File: config.mk
export PLATFORM = sky130hd
export DESIGN_NAME = reg_file
export DESIGN_NICKNAME = d
export VERILOG_FILES = /design/src/rtl/reg_pkg.sv /design/src/rtl/reg_cell.sv /design/src/rtl/reg_file.sv
export SDC_FILE = /design/constraint.sdc
export NUM_CORES = 1
export LEC_CHECK = 0
export CAP_MARGIN = 20
export CORE_MARGIN = 2
export CORE_UTILIZATION = 40
export CTS_CLUSTER_SIZE = 25
export DETAILED_ROUTE_END_ITERATION = 10
export DONT_BUFFER_PORTS = 1
export GPL_TIMING_DRIVEN = 0
export SLEW_MARGIN = 20
export SYNTH_ARGS = -nofsm -noshare
export SYNTH_HDL_FRONTEND = slang
export SYNTH_SLANG_ARGS = --single-unit
File: constraint.sdc
create_clock -name clk -period 4.7 [get_ports clk]
set_input_delay 1.41 -clock clk [delete_from_list [all_inputs] [get_ports clk]]
set_output_delay 1.41 -clock clk [all_outputs]
set_load 0.02 [all_outputs]
File: src/rtl/reg_pkg.sv
// Shared funsel encoding used by every register-based block.
package reg_pkg;

    typedef enum logic [1:0] {
        FS_CLR = 2'b00,
        FS_LD  = 2'b01,
        FS_DEC = 2'b10,
        FS_INC = 2'b11
    } funsel_t;

    localparam int unsigned FUNSEL_W = 2;

endpackage : reg_pkg

File: src/rtl/reg_cell.sv
// One register with enable: clear/load/decrement/increment plus a registered wrap pulse.
module reg_cell
    import reg_pkg::*;
#(
    parameter int unsigned NBITS = 16
) (
    input  logic             clk,
    input  logic             rst_n,
    input  logic             en,
    input  logic [1:0]       funsel,
    input  logic [NBITS-1:0] i,
    output logic [NBITS-1:0] q,
    output logic             wrap
);

    logic [NBITS-1:0] q_nxt_c;
    logic             wrap_nxt_c;

    // Next-state mux and wrap detection; an unrecognised funsel holds the value.
    always_comb begin
        q_nxt_c    = q;
        wrap_nxt_c = 1'b0;
        case (funsel)
            FS_CLR: q_nxt_c = '0;
            FS_LD:  q_nxt_c = i;
            FS_DEC: begin
                q_nxt_c    = q - NBITS'(1);
                wrap_nxt_c = (q == '0);
            end
            FS_INC: begin
                q_nxt_c    = q + NBITS'(1);
                wrap_nxt_c = (q == '1);
            end
            default: q_nxt_c = q;
        endcase
    end

    // Storage is touched only when enabled, so a known-0 enable shields it from X controls.
    always_ff @(posedge clk or negedge rst_n) begin
        if (!rst_n) begin
            q    <= '0;
            wrap <= 1'b0;
        end else begin
            wrap <= en & wrap_nxt_c;
            if (en) begin
                q <= q_nxt_c;
            end
        end
    end

endmodule : reg_cell

File: src/rtl/reg_file.sv
// NREG-entry register file driven by a select mask, with two combinational read ports.
module reg_file
    import reg_pkg::*;
#(
    parameter  int unsigned NBITS = 16,
    parameter  int unsigned NREG  = 8,
    localparam int unsigned SELW  = $clog2(NREG)
) (
    input  logic             clk,
    input  logic             rst_n,
    input  logic [NBITS-1:0] i,
    input  logic [1:0]       funsel,
    input  logic [NREG-1:0]  regsel,
    input  logic [SELW-1:0]  out_a_sel,
    input  logic [SELW-1:0]  out_b_sel,
    output logic [NBITS-1:0] out_a,
    output logic [NBITS-1:0] out_b,
    output logic [NREG-1:0]  wrap,
    output logic [NREG-1:0]  zero
);

    logic [NBITS-1:0] regs [NREG];

    for (genvar k = 0; k < NREG; k++) begin : g_cell
        reg_cell #(
            .NBITS (NBITS)
        ) u_cell (
            .clk    (clk),
            .rst_n  (rst_n),
            .en     (regsel[k]),
            .funsel (funsel),
            .i      (i),
            .q      (regs[k]),
            .wrap   (wrap[k])
        );

        assign zero[k] = (regs[k] == '0);
    end

    // NREG is a power of two, so every select value addresses a real register.
    assign out_a = regs[out_a_sel];
    assign out_b = regs[out_b_sel];

endmodule : reg_file

* Word-level counts from Yosys, hierarchy flattened
Cells that the tools add are included.
Word-level totals: register bits 136, output and inout port bits 48, word-level logic and storage cells 86
Cells by class: add/subtract/negate cells 16, magnitude comparators 2, equality and inequality tests 11, muxes and demuxes 22, bitwise operators 10, reductions and logical operators 9
Operator list (count):
- $pmux W16 S4 | 8
- $add A16 B1 Y16 const B | 8
- $eq A16 B16 Y1 const B | 8
- $logic_not A16 Y1 | 8
- $sub A16 B1 Y16 const B | 8
- $bmux W16 S3 | 2
- $mux W16 | 4
- $pmux W1 S2 | 8
- $and A1 B1 Y1 | 8
- $ge A4 B4 Y1 const B | 2
- $not A3 Y4 | 2
- $eq A2 B2 Y1 const B | 2
- $eq A2 B1 Y1 const B | 1
- $logic_not A2 Y1 | 1

* Longest topological paths before layout
depth after elaboration 4, mapped depth 13, mapped depth without buffers 12

* Cells and area by module
From an unflattened synthesis, not the netlist that was laid out.
Second synthesis, totals: cell total of the unflattened synthesis 1657, area, all modules 15087.0 um^2
By module, submodules not included:
- reg_cell at g_cell[1].u_cell ... | instances 3, cells an instance 198, area an instance 1614.0 um^2, sequential area each 425.4 um^2
- reg_cell at g_cell[4].u_cell ... | instances 3, cells an instance 173, area an instance 1532.7 um^2, sequential area each 425.4 um^2
- reg_file | instances 1, cells an instance 154, area an instance 2412.3 um^2, sequential area each 0.0 um^2
- reg_cell at g_cell[0].u_cell | instances 1, cells an instance 212, area an instance 1717.9 um^2, sequential area each 425.4 um^2
- reg_cell at g_cell[7].u_cell | instances 1, cells an instance 178, area an instance 1516.5 um^2, sequential area each 425.4 um^2

* Worst setup path after synthesis
No wires, ideal clock.
path type input-to-reg, start input port funsel[1], end register g_cell[4].u_cell.q[10], library setup time 0.137 ns, arrival time 5.430 ns, slack -0.867 ns, cell stages on the path 13, path buffers 1, cells stage by stage inv_1 -> clkbuf_1 -> nor2_1 -> inv_2 -> ha_1 -> a21o_1 -> a21o_1 -> a21o_1 -> a2111o_1 -> a31o_1 -> a211o_1 -> a41oi_2 -> a21oi_1
On the way: cells in the longest elaborated chain, start to end 2, elaborated cells between the ends (all ways) 5, classes of those cells 3 x eq/ne; 1 x mux; 1 x reduce/logical
Ends and longest elaborated chain:
- start, declared | line reg_file.sv:12 | input logic [1:0] funsel,
- $eq A2 B2 Y1, or another cell as far along | line reg_cell.sv:23 | case (funsel)
- $pmux W16 S4 * | line reg_cell.sv:23
- end signal, assigned | line reg_cell.sv:46 | q <= q_nxt_c;
- end, declared | line reg_cell.sv:12 | output logic [NBITS-1:0] q,
Every way passes the cells marked *; elsewhere a longest branch is shown, timed or not. A chain may end at the register's enable or synchronous reset.

* Final worst setup path
start input port funsel[0], end register g_cell[4].u_cell.q[10]
The elaborated chain is that of the path after synthesis.

==> results.sh <==
export IMPL_setup_slack_ns=0.159
export IMPL_setup_violations=0
export IMPL_r2r_start="g_cell[4].u_cell.q[0]"
export IMPL_grt_pass1_wl_mm=75.3
export IMPL_hold_slack_ns=0.630
export IMPL_final_hold_viol_count=0
export IMPL_ys_warn_count=0
export IMPL_synth_distinct_cells=70
export IMPL_hold_path_class="reg -> reg"
export IMPL_multiInputGateArea_sq_um=9710
export IMPL_avgSynthCellArea_sq_um=9.07
export IMPL_yosysTopAreaCell="dfrtp_1"
export IMPL_port_buffers=0
export IMPL_drv_slew=0
export IMPL_cp_required_ns=5.01
export IMPL_critPathMaxStageDelay_ns=0.50
export IMPL_period_share=0.966
export IMPL_clock_latency_ns=0.45
export IMPL_max_clock_freq_ghz=0.220
export IMPL_antenna_left=0
export IMPL_die_y_um=188
export IMPL_hold_depth=2
export IMPL_route_detailed_drc=0
export IMPL_nets=1687
export IMPL_status="complete, no violations"
export IMPL_ys_ff_latch=136
export IMPL_dpl_hpwl_mm=36.2
export IMPL_grt_max_degree=137
export IMPL_crit_fanout=75
export IMPL_totalWireLength_mm=50.1
export IMPL_routedWlPerCell_um=25.4
export IMPL_grt_overflow=0
export IMPL_crit_path_start="funsel[0]"
export IMPL_place_ws_ns=-0.894
export IMPL_fin_crit_ns=4.54
export IMPL_fin_tns_setup_ns=0
export IMPL_arrival_ns=4.85
export IMPL_critPathSlowestCell="fa_1"
export IMPL_power_density_nw_per_um2=533
export IMPL_start_util=0.405
export IMPL_cp_end_kind="flip-flop"
export IMPL_grtUsageTotal=0.285
export IMPL_yosys_top_cells_count="257 x a21oi_1, 136 x dfrtp_1, 136 x nor2_1, 135 x ha_1, 84 x nand2_1"
export IMPL_antenna_found_initial=0
export IMPL_grt_pass1_vias=12224
export IMPL_post_synth_top_count_cell="a21oi_1"
export IMPL_drv_cap=0
export IMPL_syn_area_sq_um=13500
export IMPL_clockBufferDepth=2
export IMPL_vias_per_cell=6.38
export IMPL_placement_rows=67
export IMPL_die_w_um=188
export IMPL_fin_skew_ns=0.00865
export IMPL_cts_inserted_buffers=17
export IMPL_finalNonFillerCells=1971
export IMPL_synthTopCellsByArea="dfrtp_1 25%, ha_1 13%, mux4_2 11%, a21oi_1 9.5%, nor2_1 3.8%"
export IMPL_fp_coreArea_sq_um=33400
export IMPL_cts_tree="done"
export IMPL_h_tree_depth=4
export IMPL_synthCells=1489
export IMPL_clockRootBuffer="clkbuf_16"
export IMPL_cpMostUsedCell="a21o_1"
export IMPL_vias=12578
export IMPL_firstDrtPassIters=5
export IMPL_yosysSeqAreaShare=0.252
export IMPL_tightest_slew_ns=1.16
export IMPL_cp_cell_sequence="clkinvlp_4 > nor2_4 > bufinv_8 > fa_1 > a21o_1 > a21o_1 > a21o_1 > a2111o_1 > a31o_1 > a211o_1 > a41oi_2 > a21oi_1"
export IMPL_cts_sinks=136
export IMPL_rrSetupSlack_ns=1.69
export IMPL_ios=82
export IMPL_synth_ff_type="dfrtp_1"
export IMPL_synth_top_area_share=0.252
export IMPL_dp_cells=1937
export IMPL_fin_area_sq_um=14800
export IMPL_slew_headroom=0.228
export IMPL_startpoint_type="input port"
export IMPL_synth_nets=1666
export IMPL_r2r_cells=9
export IMPL_drt_iter0_drc=1377
export IMPL_cts_hold_fix_buffers=0
export IMPL_total_power_mw=7.87
export IMPL_synthToLayoutAreaGrowth_pct=9.38
export IMPL_p_leak_nw=6.00
export IMPL_diodes=0
export IMPL_reg2reg_to="g_cell[4].u_cell.q[10]"
export IMPL_endpoint="g_cell[4].u_cell.q[10]"
export IMPL_postLayoutCoreUtil=0.443
export IMPL_worstSetupPathType="in -> reg"
export IMPL_clk_pin_slew_ns=0.07
export IMPL_rsz0062_at_grt="no"
export IMPL_drive_gt1_frac=0.120
export IMPL_fillCellCount=3306
export IMPL_die_area_sq_um=35300
export IMPL_routabilityCongestion=0.939
export IMPL_ys_async_sr_fraction=1.00
export IMPL_ff_latch_area_sq_um=3400
export IMPL_dpl_cell_area_sq_um=14100
export IMPL_peakVddDrop_mv=0.335
export IMPL_synth_edf_count=0
==> layout by cell type (no fill, tap or decap), types with 5 or more instances in the layout <==
cell / instances
a21boi_0: 7
a21o_1: 49
a21oi_1: 257
a22oi_1: 8
a31oi_1: 18
and2_1: 6
and3_1: 22
and4_1: 10
buf_1: 11
buf_4: 10
clkbuf_1: 59
clkbuf_16: 17
dfrtp_1: 136
fa_1: 8
ha_1: 135
inv_1: 14
mux2_2: 45
mux2i_1: 19
mux4_2: 64
nand2_1: 84
nand3_1: 25
nand3b_1: 7
nand4_1: 38
nor2_1: 135
nor2b_1: 11
nor3_1: 25
nor4_1: 32
o211ai_1: 11
o21ai_0: 46
o21bai_1: 9
o31ai_1: 5
or2_2: 7
or3_1: 21
xnor2_1: 53
xor2_1: 43
==> worst max-delay path: cells and delay by family <==
| kind | cells | cell delay (ns) |
|---|---|---|
| and+or+nand+nor | 1 | 0.38 |
| AOI/OAI and AO/OA | 8 | 1.84 |
| buffers and inverters | 2 | 0.68 |
| adders and majority gates | 1 | 0.50 |
==> power breakdown <==
| part | total [mW] | internal (mW) | switching (mW) |
|---|---|---|---|
| Clock | 1.47 | 0.889 | 0.584 |
| Sequential | 2.30 | 1.49 | 0.810 |
| Combinational | 4.10 | 1.90 | 2.20 |
| Total | 7.87 | 4.28 | 3.59 |
==> metal layers <==
| layer | track usage | vias up | share of wire |
|---|---|---|---|
| li1 | - | 5687 | - |
| met1 | 0.393 | 6155 | 0.41 |
| met2 | 0.409 | 639 | 0.42 |
| met3 | 0.104 | 97 | 0.14 |
| met4 | 0.103 | 0 | 0.034 |
| met5 | 0 | - | 0 |
==> layout make-up <==
cell class              instances  share of cell area
multi-input cells            1252               0.657
flip-flops and latches        136               0.230
well taps                     448              0.0379
clock buffers                  21              0.0325
plain buffers                  84              0.0239
clock inverters                11             0.00982
inverters                      16             0.00610
repair inverters                1             0.00119
repair buffers                  2             0.00102
==> state kept, by name, indices dropped and copies added (netlist names) <==
name                flops
g_cell.u_cell.wrap      8
g_cell.u_cell.q       128
==> timing repair <==
action                     CTS  global route
setup endpoints to repair   72             9
buffers inserted             0             2
cloned                       1             0
pin swaps                    0             1
gates resized for setup      8             3
==> cells by family after synthesis <==
group	synth area share
AO/OA/AOI/OAI	0.201
XOR/XNOR	0.0622
adder cells (fa/ha/maj)	0.137
buffers and inverters	0.0303
flip-flops	0.252
multiplexers	0.158
AND/OR/NAND/NOR	0.159
==> worst min path at each step <==
stage	startpoint	endpoint	slack (ns)
2_1_floorplan	g_cell[7].u_cell.q[14]	g_cell[7].u_cell.q[14]	0.54
3_3_place_gp	g_cell[3].u_cell.q[10]	g_cell[3].u_cell.q[10]	0.60
3_5_place_dp	g_cell[7].u_cell.q[14]	g_cell[7].u_cell.q[14]	0.61
4_1_cts	g_cell[3].u_cell.q[10]	g_cell[3].u_cell.q[10]	0.62
5_1_grt	rst_n	g_cell[2].u_cell.q[7]	0.64
6_report	g_cell[3].u_cell.q[10]	g_cell[3].u_cell.q[10]	0.63
Note: power is estimated with default switching activity, not from simulation.
==> RTL change 1, RTL diff (config.mk and constraints unchanged) <==
Remove the case item `FS_INC` of the case on `funsel`.
--- a/src/rtl/reg_cell.sv
+++ b/src/rtl/reg_cell.sv
@@ -28,8 +28,4 @@
                 wrap_nxt_c = (q == '0);
             end
-            FS_INC: begin
-                q_nxt_c    = q + NBITS'(1);
-                wrap_nxt_c = (q == '1);
-            end
             default: q_nxt_c = q;
         endcase
Check against the original RTL: not equivalent (a bounded check fails within 4 cycles, from zero or initial values and one cycle with rst_n low).
==> RTL change 1 against the original RTL <==
Fmax shrank 1.4%; synthesized area shrank 22%; wire length shrank 12%; die area shrank 22%; synthesized cell count shrank 22%; critical path depth shrank 8; final area shrank 21%; sequential cell count is the same; utilization grew 0.50 points; setup slack lost 0.065 ns; count of clock-buffer cells in the layout shrank 1; largest cell class unchanged.
Power is not compared: it rests on default switching activity, and its combinational part moved more than twofold at a synthesized area within 25%.
==> RTL change 1: results (changes against the original RTL) <==
GRT:
- The largest net degree at the start of global routing is 137 (unchanged).
- The via count of the first global-routing pass is 10000 (-18%).
- The all-layer global routing usage is 0.320 (+0.0345).
- The global routing usage on met2 is 0.469 (+0.0600).
- The met1 track demand over resource in global routing is 0.434 (+0.0413).
- The fraction of met3 tracks used by global routing is 0.104 (about the same).
- The global-route wire length before repair is 65.8 mm (-13%).

Final layout:
- The number of filler cells placed in the layout came to 2506 (-24%).
- The final net count was 1226 (-27%).
- The final cell count without fillers is 1528 (-22%).
- The share of cells above drive strength 1 is 0.140 (+0.0199).

Route:
- The length of routed wiring on met1 is 17.6 mm (-15%).
- The routed wire length on met3 is 5.78 mm (-16%).
- The first-iteration detailed-routing DRC count was 1737 (+26%).
- Routed signal wires occupy layers up through met4.
- The met2 wire length is 19.0 mm (-9.2%).
- The detailed-routing iteration count for the pre-antenna-repair pass is 8 (+3).
- The final wirelength was 44.3 mm (-12%).

Clock network:
- The clock transition at the registers of the reported paths is roughly 0.060 ns.
- The maximum clock path buffer count is 2 (unchanged).
- The post-cts resize count is 16 (+8).
- The number of buffers added by the clock tree synthesis step is 17 (unchanged).

Placed design:
- The post-place instance area was 10900 sq um (-23%).
- The placer congestion estimate is 1.01 (+7.3%).
- The half-perimeter wire length after detailed placement is 33.2 mm (-8.2%).

Timing:
- The post-route worst hold slack came to 0.561 ns (-0.0692 ns).
- The transition at the pin with the smallest max-transition slack was 1.16 ns (+0.00537 ns).
- The final clock skew is 0.0115 ns (+0.00281 ns).

Hold path:
- The hold path startpoint is g_cell[3].u_cell.q[9]$_DFFE_PN0P_.
- The destination of the worst hold path is g_cell[3].u_cell.q[9]$_DFFE_PN0P_.
- The type of the tightest min-delay check is flip-flop to flip-flop.

Yosys:
- By count the netlist is led by sky130_fd_sc_hd__dfrtp_1, sky130_fd_sc_hd__o21ai_0, sky130_fd_sc_hd__clkbuf_1.
- The sequential share of the synthesized area is 0.325 (+0.0728).
- The post-synthesis area per instance is 9.03 sq um (-0.51%).
- By area the synthesized netlist is led by sky130_fd_sc_hd__dfrtp_1, sky130_fd_sc_hd__mux4_2, sky130_fd_sc_hd__o21ai_0, sky130_fd_sc_hd__mux2_2, sky130_fd_sc_hd__clkbuf_1.
- The post-synthesis cell type count came to 71 (+1.4%).

Run status:
- The run finished with clean final reports.

Setup path:
- The path depth of the worst reg2reg path is 6 (-3).
- The flop-to-flop setup slack is 1.66 ns (-0.03 ns).
- The top fanout value on the critical path is 10 (-87%).
- The delay of the slowest cell on the worst path is 0.59 ns (+0.09 ns).
- The cell type of the slowest stage on the worst timing path is sky130_fd_sc_hd__mux4_2.
- The launching point of the worst reg2reg path is g_cell[6].u_cell.q[0]$_DFFE_PN0P_.
- On the critical path the largest part of the delay comes from multiplexers.
- The capture point of the worst reg-to-reg path is g_cell[6].u_cell.wrap$_DFF_PN0_.

Power:
- Of the total power, the share spent switching nets is 0.396.
-- RTL change 1: changes by cell type after synthesis, moves of 14 or more --
cell                       unedited run  this run
sky130_fd_sc_hd__ha_1               135        12
sky130_fd_sc_hd__clkbuf_1            62        90
sky130_fd_sc_hd__o22ai_1              0        14
sky130_fd_sc_hd__nor2_1             136        69
sky130_fd_sc_hd__a21o_1              49         4
sky130_fd_sc_hd__o21ai_0             46       133
sky130_fd_sc_hd__a21oi_1            257        65
sky130_fd_sc_hd__xnor2_1             53         0
sky130_fd_sc_hd__xor2_1              43         0
sky130_fd_sc_hd__inv_1               14        38
sky130_fd_sc_hd__nor3_1              25        58
sky130_fd_sc_hd__nand4_1             38         8
-- RTL change 1: cell type report --
class	count	area, sq um	area share
tap	335	419	0.0361
antenna	1	2.50	0.000216
clock inverter	11	195	0.0168
buffer	112	498	0.0429
multi-input combinational	875	6490	0.559
sequential	136	3400	0.293
clock buffer	20	457	0.0393
inverter	38	143	0.0123
-- RTL change 1: worst max-delay path by stage --
stage / start / endpoint / slack [ns] / depth (start not counted)
after floorplan: out_a_sel[1] / out_a[2] / 0.21 / 4
after global routing: out_a_sel[1] / out_a[10] / 0.0002 / 4
after detailed placement: out_b_sel[0] / out_b[9] / -0.39 / 5
after global placement: out_b_sel[0] / out_b[8] / -0.38 / 5
final: out_a_sel[1] / out_a[10] / 0.09 / 4
after CTS: out_b_sel[1] / out_b[10] / 0.05 / 4
-- RTL change 1: kinds of logic after synthesis --
logic type      count (synthesis)  share of synthesized area
flops                         136                      0.325
compound gates                367                      0.224
buf+inv                       150                     0.0585
simple gates                  388                      0.195
mux                           108                      0.183
fa+ha+maj                      12                     0.0143
==> RTL change 2, RTL diff (same settings) <==
Made on the original files. `NBITS` is set to 16 in 2 places; all go to 14.
--- a/src/rtl/reg_cell.sv
+++ b/src/rtl/reg_cell.sv
@@ -3,5 +3,5 @@
     import reg_pkg::*;
 #(
-    parameter int unsigned NBITS = 16
+    parameter int unsigned NBITS = 14
 ) (
     input  logic             clk,
--- a/src/rtl/reg_file.sv
+++ b/src/rtl/reg_file.sv
@@ -3,5 +3,5 @@
     import reg_pkg::*;
 #(
-    parameter  int unsigned NBITS = 16,
+    parameter  int unsigned NBITS = 14,
     parameter  int unsigned NREG  = 8,
     localparam int unsigned SELW  = $clog2(NREG)
Interface: changed (resized i, out_a and out_b); port bits go from 82 to 76. No check against the original RTL was run, so the function may have changed too.
==> RTL change 2 against the original RTL <==
Fmax down 2.6%; sequential cell count down 16; total power down 14%; setup slack got worse by 0.12 ns; synthesized area down 14%; critical path type is now input port to output port; global-route usage shrank 0.60 points; non-clock buffer count rose by 5; wire length fell by 15%; final area is 11% lower; largest power group unchanged.
==> RTL change 2: results (changes against the original RTL) <==
Placed design:
- The placer congestion estimate is 0.957 (+1.9%).
- The cell count after placement was 1680 (-13%).

Final layout:
- The number of filler cells placed in the layout came to 2765 (-16%).
- The share of cells above drive strength 1 is 0.163 (+0.0425).

Setup path:
- The launching point of the worst reg2reg path is g_cell[0].u_cell.q[1]$_DFFE_PN0P_.
- The critical path starts at out_a_sel[1].
- The delay of the slowest cell on the worst path is 0.55 ns (+0.05 ns).

Run status:
- The flow ran to the end, and the final reports show no timing, DRC or antenna violations.

Route:
- The routed length per instance is 24.8 um (-2.3%).
- The first-iteration detailed-routing DRC count is 1098 (-20%).
- The final wirelength is 42.7 mm (-15%).
- The total number of vias came to 11200 (-11%).

GRT:
- The largest net degree at the start of global routing is 121 (-12%).
- The via count of the first global-routing pass is 10500 (-14%).
- The global routing usage on met2 is 0.421 (+0.0128).

Yosys:
- The arithmetic-cell share of the synthesized area counting full adders, half adders and majority gates was 0.129 (-0.00838).
- The xor/xnor share of the synthesized area is 0.0578 (-0.00442).
- The net count after synthesis is 1437 (-14%).
- The post-synthesis cell type count is 77 (+10%).
- The share of synthesized area spent on multiplexers is 0.150 (-0.00810).

Timing:
- The final worst-path cycle share is 0.992 (+0.0259).
- The final clock skew is 0.0118 ns (+0.00316 ns).
- The worst relative slew slack is 0.206 (-0.0215).

Power:
- The worst IR drop on VDD is 0.000328 V (-2.0%).
- The static leakage came to 5.21 nW (-13%).

Clock network:
- The post-cts resize count was 0 (-8).
RTL change 2: worst reg2reg max path, cell delays in order, from the launching register on:
cell	delay, ns
sky130_fd_sc_hd__dfrtp_1	0.51
sky130_fd_sc_hd__ha_1	0.35
sky130_fd_sc_hd__a21o_1	0.16
sky130_fd_sc_hd__nand4_1	0.15
sky130_fd_sc_hd__a31oi_2	0.24
sky130_fd_sc_hd__a31oi_2	0.21
sky130_fd_sc_hd__o2111ai_1	0.22
sky130_fd_sc_hd__o311ai_1	0.18
sky130_fd_sc_hd__a21bo_2	0.25
sky130_fd_sc_hd__a22o_1	0.22
RTL change 2: cell type report:
type,instances,area [sq um],area share
Multi-Input combinational cell,1078,8420,0.643
Sequential cell,120,3000,0.229
Tap cell,384,480,0.0367
Clock buffer,18,439,0.0335
Buffer,79,392,0.0299
Clock inverter,14,174,0.0133
Timing Repair Buffer,12,135,0.0103
Inverter,13,55.1,0.00420
RTL change 2: what timing repair did:
item | in CTS | in global routing
endpoints found under the setup margin | 2 | 1
buffers inserted | 1 | 3
pin swaps | 0 | 1
RTL change 2: layer usage:
metal	share of wire	up-vias
li1	-	5001
met1	0.42	5526
met2	0.43	557
met3	0.12	80
met4	0.034	2
met5	0.00028	-
RTL change 2: per-stage QoR:
step / hold WS (ns) / TNS [ns] / area, sq um / utilization
floorplan: 0.524 / -36.78 / 11800 / -
global placement: 0.614 / -201.44 / 12300 / 0.429
detailed placement: 0.628 / -6.70 / 12400 / 0.433
CTS: 0.638 / 0 / 13100 / 0.455
global route: 0.652 / 0 / 13100 / 0.456
finish: 0.643 / 0 / 13100 / 0.456
RTL change 2: how the worst min path moves through the flow:
stage	from	endpoint	slack, ns	cells past startpoint
3_3_place_gp	g_cell[1].u_cell.q[11]$_DFFE_PN0P_	g_cell[1].u_cell.q[11]$_DFFE_PN0P_	0.61	2
3_5_place_dp	g_cell[5].u_cell.q[9]$_DFFE_PN0P_	g_cell[5].u_cell.q[9]$_DFFE_PN0P_	0.63	2
2_1_floorplan	g_cell[6].u_cell.q[2]$_DFFE_PN0P_	g_cell[6].u_cell.q[2]$_DFFE_PN0P_	0.52	1
4_1_cts	g_cell[5].u_cell.q[9]$_DFFE_PN0P_	g_cell[5].u_cell.q[9]$_DFFE_PN0P_	0.64	2
5_1_grt	rst_n	g_cell[4].u_cell.q[2]$_DFFE_PN0P_	0.65	0
6_report	g_cell[1].u_cell.q[9]$_DFFE_PN0P_	g_cell[1].u_cell.q[9]$_DFFE_PN0P_	0.64	2
RTL change 2: where the power goes:
group | leakage (nW) | total (W) | switching [W] | internal (W)
Sequential | 1.42 | 0.00195 | 0.000647 | 0.00130
Combinational | 3.50 | 0.00341 | 0.00182 | 0.00159
Clock | 0.289 | 0.00141 | 0.000564 | 0.000851
